## src/rtl/bf_config_writer_pkg.sv

```systemverilog
// Shared types and constants for the config-RAM writer (bf_config_writer).
package bf_config_writer_pkg;

    localparam int unsigned STAGE_SEL_W = 8;
    localparam int unsigned ERR_CNT_W   = 8;

    typedef enum logic [1:0] {
        StIdle,
        StLoad,
        StDrain,
        StDone
    } wr_state_e;

    function automatic int unsigned popcount(input logic [31:0] v);
        int unsigned n;
        n = 0;
        for (int i = 0; i < 32; i++) begin
            n += 32'(v[i]);
        end
        return n;
    endfunction

endpackage

```

## src/rtl/bf_cfg_wr_pipe_point.sv

```systemverilog
// One point of the beat delivery chain: registered when PIPED is set, otherwise a wire.
module bf_cfg_wr_pipe_point
    import bf_config_writer_pkg::*;
#(
    parameter bit          PIPED      = 1'b1,
    parameter int unsigned ADDR_WIDTH = 6,
    parameter int unsigned CFG_WIDTH  = 16
) (
    input  logic                   clk,
    input  logic                   rst,
    input  logic                   i_valid,
    input  logic [STAGE_SEL_W-1:0] i_stage,
    input  logic [ADDR_WIDTH-1:0]  i_addr,
    input  logic [CFG_WIDTH-1:0]   i_data,
    output logic                   o_valid,
    output logic [STAGE_SEL_W-1:0] o_stage,
    output logic [ADDR_WIDTH-1:0]  o_addr,
    output logic [CFG_WIDTH-1:0]   o_data
);

    logic                   r_valid;
    logic [STAGE_SEL_W-1:0] r_stage;
    logic [ADDR_WIDTH-1:0]  r_addr;
    logic [CFG_WIDTH-1:0]   r_data;

    always_ff @(posedge clk or negedge rst) begin
        if (!rst) begin
            r_valid <= 1'b0;
            r_stage <= '0;
            r_addr  <= '0;
            r_data  <= '0;
        end else begin
            r_valid <= i_valid;
            if (i_valid) begin
                r_stage <= i_stage;
                r_addr  <= i_addr;
                r_data  <= i_data;
            end
        end
    end

    // Unregistered points leave the flops unloaded; synthesis removes them.
    assign o_valid = PIPED ? r_valid : i_valid;
    assign o_stage = PIPED ? r_stage : i_stage;
    assign o_addr  = PIPED ? r_addr  : i_addr;
    assign o_data  = PIPED ? r_data  : i_data;

endmodule

```

## src/rtl/bf_config_writer.sv

```systemverilog
// Streams config beats into STAGE_NUM per-stage RAMs through a skewed delivery chain.
// Optional range checking with error counter: define BF_CFG_WR_RANGE_CHECK_EN.
module bf_config_writer
    import bf_config_writer_pkg::*;
#(
    parameter int unsigned          STAGE_NUM  = 4,
    parameter int unsigned          CFG_WIDTH  = 16,
    parameter int unsigned          CFG_DEPTH  = 64,
    parameter int unsigned          ADDR_WIDTH = 6,
    parameter logic [STAGE_NUM-1:0] PIPED_MASK = STAGE_NUM'(4'b0101)
) (
    input  logic                            clk,
    input  logic                            rst,
    input  logic                            start,
    input  logic [15:0]                     beat_num,
    input  logic                            s_valid,
    output logic                            s_ready,
    input  logic [STAGE_SEL_W-1:0]          s_stage,
    input  logic [ADDR_WIDTH-1:0]           s_addr,
    input  logic [CFG_WIDTH-1:0]            s_data,
    output logic [STAGE_NUM-1:0]            cfg_wr_en,
    output logic [STAGE_NUM*ADDR_WIDTH-1:0] cfg_waddr,
    output logic [STAGE_NUM*CFG_WIDTH-1:0]  cfg_wdata,
    output logic                            busy,
    output logic                            done,
    output logic [ERR_CNT_W-1:0]            err_cnt
);

    localparam int unsigned DrainCycles = 1 + popcount(32'(PIPED_MASK));
    localparam logic [7:0]  DrainLoad   = 8'(DrainCycles - 1);

    if (CFG_DEPTH > (1 << ADDR_WIDTH)) begin : g_bad_depth
        $error("CFG_DEPTH does not fit in ADDR_WIDTH");
    end

    wr_state_e   r_state, w_state_d;
    logic [15:0] r_remain, w_remain_d;
    logic [7:0]  r_drain_cnt, w_drain_d;
    logic        w_accept;
    logic        w_in_range;

    always_ff @(posedge clk or negedge rst) begin
        if (!rst) begin
            r_state     <= StIdle;
            r_remain    <= '0;
            r_drain_cnt <= '0;
        end else begin
            r_state     <= w_state_d;
            r_remain    <= w_remain_d;
            r_drain_cnt <= w_drain_d;
        end
    end

    always_comb begin
        w_state_d  = r_state;
        w_remain_d = r_remain;
        w_drain_d  = r_drain_cnt;
        s_ready    = 1'b0;
        busy       = 1'b0;
        done       = 1'b0;
        unique case (r_state)
            StIdle: begin
                if (start) begin
                    w_remain_d = beat_num;
                    if (beat_num == 16'd0) begin
                        w_state_d = StDrain;
                        w_drain_d = DrainLoad;
                    end else begin
                        w_state_d = StLoad;
                    end
                end
            end
            StLoad: begin
                s_ready = 1'b1;
                busy    = 1'b1;
                if (s_valid) begin
                    w_remain_d = r_remain - 16'd1;
                    if (r_remain == 16'd1) begin
                        w_state_d = StDrain;
                        w_drain_d = DrainLoad;
                    end
                end
            end
            StDrain: begin
                busy = 1'b1;
                if (r_drain_cnt == 8'd0) begin
                    w_state_d = StDone;
                end else begin
                    w_drain_d = r_drain_cnt - 8'd1;
                end
            end
            StDone: begin
                done      = 1'b1;
                w_state_d = StIdle;
            end
            default: w_state_d = StIdle;
        endcase
    end

    assign w_accept = s_valid & s_ready;

`ifdef BF_CFG_WR_RANGE_CHECK_EN
    logic [ERR_CNT_W-1:0] r_err_cnt;

    assign w_in_range = (s_stage < STAGE_SEL_W'(STAGE_NUM)) && (32'(s_addr) < CFG_DEPTH);

    always_ff @(posedge clk or negedge rst) begin
        if (!rst) begin
            r_err_cnt <= '0;
        end else if (w_accept && !w_in_range && (r_err_cnt != '1)) begin
            r_err_cnt <= r_err_cnt + 1'b1;
        end
    end

    assign err_cnt = r_err_cnt;
`else
    // Out-of-range stages simply match no RAM further down.
    assign w_in_range = 1'b1;
    assign err_cnt    = '0;
`endif

    // Index 0 is the input register; index p+1 is the output of point p.
    logic [STAGE_NUM:0]     w_pt_valid;
    logic [STAGE_SEL_W-1:0] w_pt_stage [STAGE_NUM+1];
    logic [ADDR_WIDTH-1:0]  w_pt_addr  [STAGE_NUM+1];
    logic [CFG_WIDTH-1:0]   w_pt_data  [STAGE_NUM+1];

    logic                   r_in_valid;
    logic [STAGE_SEL_W-1:0] r_in_stage;
    logic [ADDR_WIDTH-1:0]  r_in_addr;
    logic [CFG_WIDTH-1:0]   r_in_data;

    always_ff @(posedge clk or negedge rst) begin
        if (!rst) begin
            r_in_valid <= 1'b0;
            r_in_stage <= '0;
            r_in_addr  <= '0;
            r_in_data  <= '0;
        end else begin
            r_in_valid <= w_accept & w_in_range;
            if (w_accept) begin
                r_in_stage <= s_stage;
                r_in_addr  <= s_addr;
                r_in_data  <= s_data;
            end
        end
    end

    assign w_pt_valid[0] = r_in_valid;
    assign w_pt_stage[0] = r_in_stage;
    assign w_pt_addr[0]  = r_in_addr;
    assign w_pt_data[0]  = r_in_data;

    for (genvar p = 0; p < STAGE_NUM; p++) begin : g_point
        bf_cfg_wr_pipe_point #(
            .PIPED      (PIPED_MASK[p]),
            .ADDR_WIDTH (ADDR_WIDTH),
            .CFG_WIDTH  (CFG_WIDTH)
        ) u_point (
            .clk     (clk),
            .rst     (rst),
            .i_valid (w_pt_valid[p]),
            .i_stage (w_pt_stage[p]),
            .i_addr  (w_pt_addr[p]),
            .i_data  (w_pt_data[p]),
            .o_valid (w_pt_valid[p+1]),
            .o_stage (w_pt_stage[p+1]),
            .o_addr  (w_pt_addr[p+1]),
            .o_data  (w_pt_data[p+1])
        );
    end

    // RAM j taps point STAGE_NUM-1-j, i.e. chain index STAGE_NUM-j.
    for (genvar j = 0; j < STAGE_NUM; j++) begin : g_ram
        logic [ADDR_WIDTH-1:0] r_addr_hold;
        logic [CFG_WIDTH-1:0]  r_data_hold;
        logic                  w_wr;

        assign w_wr = w_pt_valid[STAGE_NUM-j] && (w_pt_stage[STAGE_NUM-j] == STAGE_SEL_W'(j));

        always_ff @(posedge clk or negedge rst) begin
            if (!rst) begin
                r_addr_hold <= '0;
                r_data_hold <= '0;
            end else if (w_wr) begin
                r_addr_hold <= w_pt_addr[STAGE_NUM-j];
                r_data_hold <= w_pt_data[STAGE_NUM-j];
            end
        end

        assign cfg_wr_en[j] = w_wr;
        assign cfg_waddr[j*ADDR_WIDTH +: ADDR_WIDTH] = w_wr ? w_pt_addr[STAGE_NUM-j] : r_addr_hold;
        assign cfg_wdata[j*CFG_WIDTH +: CFG_WIDTH]   = w_wr ? w_pt_data[STAGE_NUM-j] : r_data_hold;
    end

endmodule
```

## config.mk

```make
export PLATFORM = sky130hd
export DESIGN_NAME = bf_config_writer
export DESIGN_NICKNAME = d
export VERILOG_FILES = /design/src/rtl/bf_config_writer_pkg.sv /design/src/rtl/bf_cfg_wr_pipe_point.sv /design/src/rtl/bf_config_writer.sv
export SDC_FILE = /design/constraint.sdc
export NUM_CORES = 1
export LEC_CHECK = 0
export CAP_MARGIN = 20
export CORE_MARGIN = 8
export CORE_UTILIZATION = 55
export CTS_BUF_LIST = sky130_fd_sc_hd__clkbuf_4 sky130_fd_sc_hd__clkbuf_8
export DETAILED_ROUTE_END_ITERATION = 8
export DONT_BUFFER_PORTS = 1
export HOLD_SLACK_MARGIN = 0.06
export PLACE_DENSITY_LB_ADDON = 0.25
export SLEW_MARGIN = 15
export SYNTH_ARGS = -nofsm -noshare
export SYNTH_HDL_FRONTEND = slang
export SYNTH_HIERARCHICAL = 1
export SYNTH_SLANG_ARGS = --single-unit
export TNS_END_PERCENT = 5
```

## constraint.sdc

```tcl
create_clock -name clk -period 4.7 [get_ports clk]
set_input_delay 0.94 -clock clk [delete_from_list [all_inputs] [get_ports clk]]
set_output_delay 0.94 -clock clk [all_outputs]
set_load 0.05 [all_outputs]
```

==> results of run 1 <==
-- worst paths after layout --
| check | start | to | slack (ns) | cells after the start |
|---|---|---|---|---|
| hold reg to reg | r_in_data[9] | g_point[0].u_point/o_data[9] | 0.49 | 1 |
| setup reg to reg | g_point[2].u_point/o_stage[2] | g_ram[0].r_data_hold[13] | 2.00 | 6 |
| setup / recovery | g_point[2].u_point/o_stage[2] | cfg_wdata[13] | 0.71 | 6 |
| hold / removal | rst | g_point[0].u_point/o_addr[4] | 0.12 | 0 |
| min in group clk | r_in_data[9] | g_point[0].u_point/o_data[9] | 0.49 | 1 |
| max in group asynchronous | rst | g_point[0].u_point/o_valid | 4.22 | 0 |
-- per-layer routing --
metal | vias up | part of all wire
met1 | 2728 | 0.42
met5 | - | 0.0034
li1 | 2580 | -
met4 | 10 | 0.022
met3 | 41 | 0.097
met2 | 177 | 0.46
-- stage by stage --
stage	hold slack (ns)	power, W	util
CTS	0.0875	0.00353	0.589
finish	0.116	0.00347	0.590
floorplan	0.452	0.00186	-
global route	0.0893	0.00360	0.589
detailed placement	0.492	0.00186	0.544
global placement	0.485	0.00185	0.544
-- cell usage after synthesis, types with 2 or more instances --
| master | number | area share |
|---|---|---|
| nand2_1 | 221 | 0.089 |
| dfrtp_1 | 207 | 0.55 |
| buf_4 | 74 | 0.059 |
| mux2_4 | 61 | 0.098 |
| mux2_2 | 53 | 0.064 |
| a21oi_1 | 23 | 0.012 |
| clkbuf_1 | 16 | 0.0064 |
| nor2_1 | 16 | 0.0064 |
| inv_1 | 15 | 0.0060 |
| o21ai_0 | 13 | 0.0070 |
| buf_1 | 9 | 0.0036 |
| nand3_1 | 9 | 0.0048 |
| buf_6 | 8 | 0.0096 |
| ha_1 | 8 | 0.011 |
| nor4_1 | 8 | 0.0054 |
| nor3_1 | 7 | 0.0037 |
| nand3b_1 | 6 | 0.0048 |
| o22ai_1 | 6 | 0.0040 |
| nand4b_1 | 5 | 0.0047 |
| a2bb2oi_1 | 4 | 0.0037 |
| nand2b_1 | 4 | 0.0027 |
| or3_1 | 4 | 0.0027 |
| mux2i_1 | 3 | 0.0032 |
| o211ai_1 | 3 | 0.0024 |
| o22a_1 | 3 | 0.0028 |
| a31oi_1 | 2 | 0.0013 |
| nor3_2 | 2 | 0.0021 |
| nor3b_1 | 2 | 0.0016 |
| o311ai_0 | 2 | 0.0019 |
-- power groups by stage --
stage | sequential, W | combinational, W | clock (W)
2_1_floorplan | 0.00182 | 0.0000362 | 0
5_1_grt | 0.00179 | 0.0000381 | 0.00178
3_5_place_dp | 0.00182 | 0.0000344 | 0
4_1_cts | 0.00179 | 0.0000345 | 0.00170
6_report | 0.00179 | 0.0000348 | 0.00165
3_3_place_gp | 0.00182 | 0.0000334 | 0
-- flip-flops by register name, summed over array words and instances, names as in the netlist --
signal / cells
g_point.u_point/o_data: 32
g_point.u_point/o_stage: 16
r_in_data: 16
g_point.u_point/o_addr: 12
g_point.u_point/o_valid: 2
r_remain: 16
r_in_valid: 1
g_ram.r_addr_hold: 24
r_drain_cnt: 8
g_ram.r_data_hold: 64
r_in_stage: 8
r_in_addr: 6
r_state: 2
-- area by class of cell --
cell class | instances | area (µm²)
diodes | 2 | 5.00
clock buffers | 60 | 719
multi-input cells | 494 | 3400
flip-flops and latches | 207 | 5180
inverters | 15 | 56.3
repair buffers | 12 | 115
clock inverters | 4 | 26.3
fillers | 1327 | 6810
well taps | 220 | 275
-- cells by family (layout without fill, tap and decap cells) --
kind of cell    after synthesis  after routing  share of synthesized area
buf+inv                     122             91                     0.0852
mux                         117            117                      0.165
other cells                   1             10                   0.000401
simple gates                294            294                      0.138
flops                       207            207                      0.554
fa+ha+maj                     8              8                     0.0107
compound gates               67             67                     0.0467
==> run_results.csv, run 1 <==
group,metric,value,unit
pwr,intPower,0.00276,W
timing,fin_crit,3.99,ns
grt,overflow,0,
critical_path,path_delay_family,"simple AND/OR/NAND/NOR gates",
timing,fmax,251,MHz
drt,wire_per_inst,19.2,µm
critical_path,crit_path_end_kind,"output port",
placed_design,place.gp.congestion,0.837,
placed_design,dp_cells,948,
drt,drtPass1Iterations,5,
drt,drt_iter0_drc,267,
timing,setup_viol,0,
timing,slew_violations,0,
critical_path,start_kind,"flip-flop",
timing,finClkSkew,0.0245,ns
clock_network,cts_tree,"done",
yosys,yosysWarnings,6,
critical_path,critical_path_arrival,3.05,ns
finish,mostFrequentLayoutCells,"nand2_1 (221), dfrtp_1 (205), mux2_4 (61)",
critical_path,worst_path_most_repeated_cell,"nand2_1",
die,die_area,21400,µm²
yosys,ys_seq_area_frac,0.554,
finish,layout_commonest_cell,"nand2_1",
yosys,netlist-cell-type-count,51,
grt,grt_pass1_wl,31500,µm
die,start_util,0.563,
placed_design,place_area,9030,µm²
pwr,switchingPower,0.000713,W
drt,viasPerCell,5.46,
pwr,p_comb_frac,0.010,
min_path,min_path_type,"input pin to async pin",
clock_network,post_cts_buffers,0,
flow_run,drv_cap,0,
finish,syn2layout_area_growth,4.63,%
timing,rsz0062_at_grt,"false",
grt,track_usage,0.182,
grt,use_met2,0.280,
placed_design,io_buffers,0,
timing,hold_viol,0,
yosys,synth_edf_count,0,
pwr,peakVddDrop,0.225,mV
grt,grt-busiest-layer,"met2",
clock_network,clock_sinks,207,
finish,fin_nets,824,
critical_path,criticalPathCategory,"flip-flop to output port",
clock_network,numCtsBuffers,36,
clock_network,cts_hold_buffers,0,
pwr,power.density,355,nW/µm²
yosys,synth_seq_cells,207,
clock_network,cts_root_buf,"clkbuf_8",
pwr,switching_share,0.205,
die,core_area,16600,µm²
critical_path,cpPeakStageDelay,0.81,ns
clock_network,cts.path.max_buffers,3,
run_status,status,"finished, final reports clean",
die,dieWidth,146,µm
grt,grt_pass1_vias,5664,
timing,relSlewSlack,0.271,
finish,drive_above_1_share,0.256,
timing,worstMarginPinSlew,1.09,ns
pwr,p_clk_frac,0.475,
drt,ant_nets,0,
timing,min_period_over_period,0.848,
clock_network,htree_num_levels,2,
timing,setup_slack,0.713,ns
drt,wirelength,19400,µm
die,ioPinCount,153,
pwr,power_leakage,5.07,nW
die,rows,47,
timing,final.setup.tns,0,ns
critical_path,crit_buf_inv,2,
finish,fin_cells,1014,
clock_network,ctsResizeCount,0,
grt,antenna_found_initial,6,
placed_design,dp_hpwl,13600,µm
grt,use_met1,0.225,
yosys,synthFlopType,"dfrtp_1",
finish,final_area,9780,µm²
yosys,syn_avg_cell_area,11.5,µm²
yosys,async_flop_share,1.00,
critical_path,path_cells,"nor4_1, nand4b_1, buf_4, inv_1, nand2_1, nand2_1",
critical_path,cp_slowest_cell,"inv_1",
clock_network,insertion_delay,0.52,ns
pwr,p_seq_frac,0.515,
yosys,syn_inst,816,
placed_design,place_ws,1.28,ns
grt,grt_max_degree,208,
yosys,synth.cell_area,9340,µm²
drt,drc_errors,0,
critical_path,path_max_fanout,23,
grt,gr-usage-met3,0.0769,
drt,num_vias,5536,
critical_path,crit_required,3.76,ns
clock_network,clk_pin_slew,0.06,ns
die,dieHeight,146,µm
(Power assumes the default switching activity.)
==> inputs of run 2 (changes only) <==
--- a/config.mk
+++ b/config.mk
@@ -5,6 +5,7 @@
 export SDC_FILE = /design/constraint.sdc
 export NUM_CORES = 1
 export LEC_CHECK = 0
+export ABC_AREA = 1
 export CAP_MARGIN = 20
 export CORE_MARGIN = 8
 export CORE_UTILIZATION = 55
==> constraint.sdc (replaced) <==
create_clock -name clk -period 3.95 [get_ports clk]
set_input_delay 0.79 -clock clk [delete_from_list [all_inputs] [get_ports clk]]
set_output_delay 0.79 -clock clk [all_outputs]
set_load 0.05 [all_outputs]
==> run_results.csv, run 2 <==
group,metric,value,unit
run_status,status,"finished with violations",
run_status,violations,"hold timing",
clock_network,insertion_delay,0.51,ns
critical_path,cp_slowest_cell,"inv_2",
grt,overflow,0,
clock_network,cts_root_buf,"clkbuf_8",
drt,num_vias,6728,
yosys,synth_seq_cells,207,
critical_path,critical_path_arrival,2.69,ns
timing,fin_crit,3.48,ns
timing,slew_violations,0,
critical_path,reg2reg_slack,1.60,ns
timing,setup_viol,0,
timing,fmax,287,MHz
die,core_area,17100,µm²
critical_path,start_kind,"flip-flop",
placed_design,place_ws,1.00,ns
timing,min_period_over_period,0.882,
critical_path,path_max_fanout,23,
die,rows,48,
clock_network,cts_tree,"done",
die,start_util,0.554,
clock_network,clk_pin_slew,0.06,ns
drt,ant_nets,0,
pwr,switchingPower,0.00414,W
clock_network,post_cts_buffers,0,
yosys,yosys.area.top_type,"dfrtp_1",
yosys,syn_inst,1162,
clock_network,numCtsBuffers,36,
timing,hold_viol,37,
finish,diodes,0,
critical_path,regToRegEndpoint,"g_ram[2].r_data_hold[2]",
drt,drc_errors,0,
finish,final_area,9890,µm²
yosys,netlist-cell-type-count,32,
timing,setup_slack,0.466,ns
finish,layout_commonest_cell,"nand2_1",
critical_path,ff2ff_path_depth,7,
timing,worstMarginPinSlew,1.12,ns
grt,grt_max_degree,208,
pwr,p_comb_frac,0.378,
yosys,synth_top_area_share,0.549,
grt,track_usage,0.196,
timing,finClkSkew,0.0164,ns
finish,drive_above_1_share,0.0875,
critical_path,worst_path_most_repeated_cell,"nand2_1",
pwr,switching_share,0.455,
finish,syn2layout_area_growth,4.74,%
grt,grt_pass1_vias,6549,
drt,wire_per_inst,15.7,µm
die,ioPinCount,153,
finish,largest_register_ffs,64,
flow_run,drv_cap,0,
drt,drt_iter0_drc,465,
pwr,p_clk_frac,0.232,
die,dieWidth,147,µm
pwr,power.density,919,nW/µm²
critical_path,crit_required,3.16,ns
placed_design,place.gp.congestion,0.837,
critical_path,critPathCapture,"cfg_wdata[34]",
critical_path,rr_startpoint,"g_point[0].u_point/o_stage[3]",
clock_network,clock_sinks,207,
critical_path,cpPeakStageDelay,0.52,ns
drt,wirelength,21200,µm
yosys,synth.cell_area,9440,µm²
placed_design,dp_hpwl,14400,µm
timing,relSlewSlack,0.249,
yosys,ys_top_cells_by_count,"nand2_1 (592), dfrtp_1 (207), buf_4 (79)",
yosys,synth_edf_count,0,
critical_path,criticalPathCategory,"flip-flop to output port",
drt,drtPass1Iterations,5,
finish,mostFrequentLayoutCells,"nand2_1 (592), dfrtp_1 (207), nor2_1 (64)",
pwr,p_seq_frac,0.390,
placed_design,io_buffers,0,
timing,final.setup.tns,0,ns
finish,n_fill_cell,1571,
yosys,ys_seq_area_frac,0.549,
timing,fin_hold_ws,-0.0241,ns
placed_design,place_area,9090,µm²
pwr,peakVddDrop,0.879,mV
die,dieHeight,147,µm
timing,rsz0062_at_grt,"false",
drt,viasPerCell,4.96,
min_path,min_path_type,"input pin to async pin",
pwr,power_leakage,5.35,nW
yosys,synth_most_common_cell,"nand2_1",
yosys,syn_avg_cell_area,8.13,µm²
grt,antenna_found_initial,1,
clock_network,htree_num_levels,2,
critical_path,crit_path_end_kind,"output port",
finish,regMostFlops,"g_ram.r_data_hold",
critical_path,path_cells,"or2_1, nor4_2, nand2_1, buf_4, inv_2, nand2_1, nand2_1",
die,die_area,21600,µm²
clock_network,cts.path.max_buffers,3,
yosys,async_flop_share,1.00,
yosys,yosysWarnings,6,
yosys,synthFlopType,"dfrtp_1",
critical_path,crit_start,"g_point[0].u_point/o_stage[3]",
clock_network,ctsResizeCount,0,
pwr,intPower,0.00495,W
yosys,ys_top_cells_by_area,"dfrtp_1 (55%), nand2_1 (24%), buf_4 (6.3%)",
grt,grt_pass1_wl,34900,µm
finish,fin_nets,1162,
-- run 2: layout make-up --
class / count / area (µm²) / area share
clock buffer: 59 / 737 / 0.0745
clock inverter: 6 / 65.1 / 0.00658
inverter: 61 / 229 / 0.0231
multi-input combinational: 787 / 3290 / 0.333
sequential: 207 / 5180 / 0.524
tap: 225 / 282 / 0.0285
timing repair buffer: 11 / 108 / 0.0109
-- run 2: cells by family (layout without fill, tap and decap cells) --
| logic type | Yosys count | after routing | synth area share |
|---|---|---|---|
| and+or+nand+nor | 709 | 709 | 0.299 |
| DFF | 207 | 207 | 0.549 |
| buffers and inverters | 175 | 137 | 0.106 |
| AOI/OAI and AO/OA | 57 | 57 | 0.0314 |
| adders and majority gates | 8 | 8 | 0.0106 |
| xor gates and xnor gates | 5 | 5 | 0.00464 |
| other | 1 | 8 | 0.000397 |
-- run 2: per-layer routing --
layer  up-vias  GRT usage  share of wire
met4         2     0.0505          0.013
met1      3170      0.262           0.44
met3        25     0.0840           0.11
li1       3360          -              -
met2       171      0.290           0.44
met5         -          0        0.00061
-- run 2: worst min-delay path by stage --
| stage | startpoint | endpoint | slack, ns | cells after the start |
|---|---|---|---|---|
| finish | rst | g_point[2].u_point/o_addr[4] | -0.02 | 0 |
| global route | rst | g_ram[0].r_addr_hold[3] | -0.06 | 0 |
| CTS | rst | g_ram[1].r_addr_hold[4] | -0.05 | 0 |
| detailed placement | r_in_data[12] | g_point[0].u_point/o_data[12] | 0.46 | 2 |
| global placement | r_in_addr[1] | g_point[0].u_point/o_addr[1] | 0.46 | 2 |
| floorplan | r_in_valid | g_point[0].u_point/o_valid | 0.42 | 0 |
-- run 2: stage by stage --
stage / util / hold WS (ns) / power [W] / instances
2_1_floorplan: - / 0.416 / 0.00672 / 1169
3_3_place_gp: 0.533 / 0.455 / 0.00697 / 1291
3_5_place_dp: 0.533 / 0.461 / 0.00703 / 1291
4_1_cts: 0.580 / -0.0526 / 0.00917 / 1356
5_1_grt: 0.580 / -0.0587 / 0.00971 / 1356
6_report: 0.580 / -0.0241 / 0.00909 / 1356
-- run 2: power groups by stage --
stage	Clock, W	Combinational [W]	Sequential (W)
2_1_floorplan	0	0.00338	0.00334
6_report	0.00211	0.00344	0.00355
5_1_grt	0.00225	0.00381	0.00365
3_5_place_dp	0	0.00346	0.00357
4_1_cts	0.00216	0.00348	0.00354
3_3_place_gp	0	0.00341	0.00356
-- run 2: critical path: cells and delay by family, from the launching register on --
kind | cells | cell delay, ns
AND/OR/NAND/NOR | 5 | 1.03
buffers and inverters | 2 | 0.75
flip-flops | 1 | 0.41
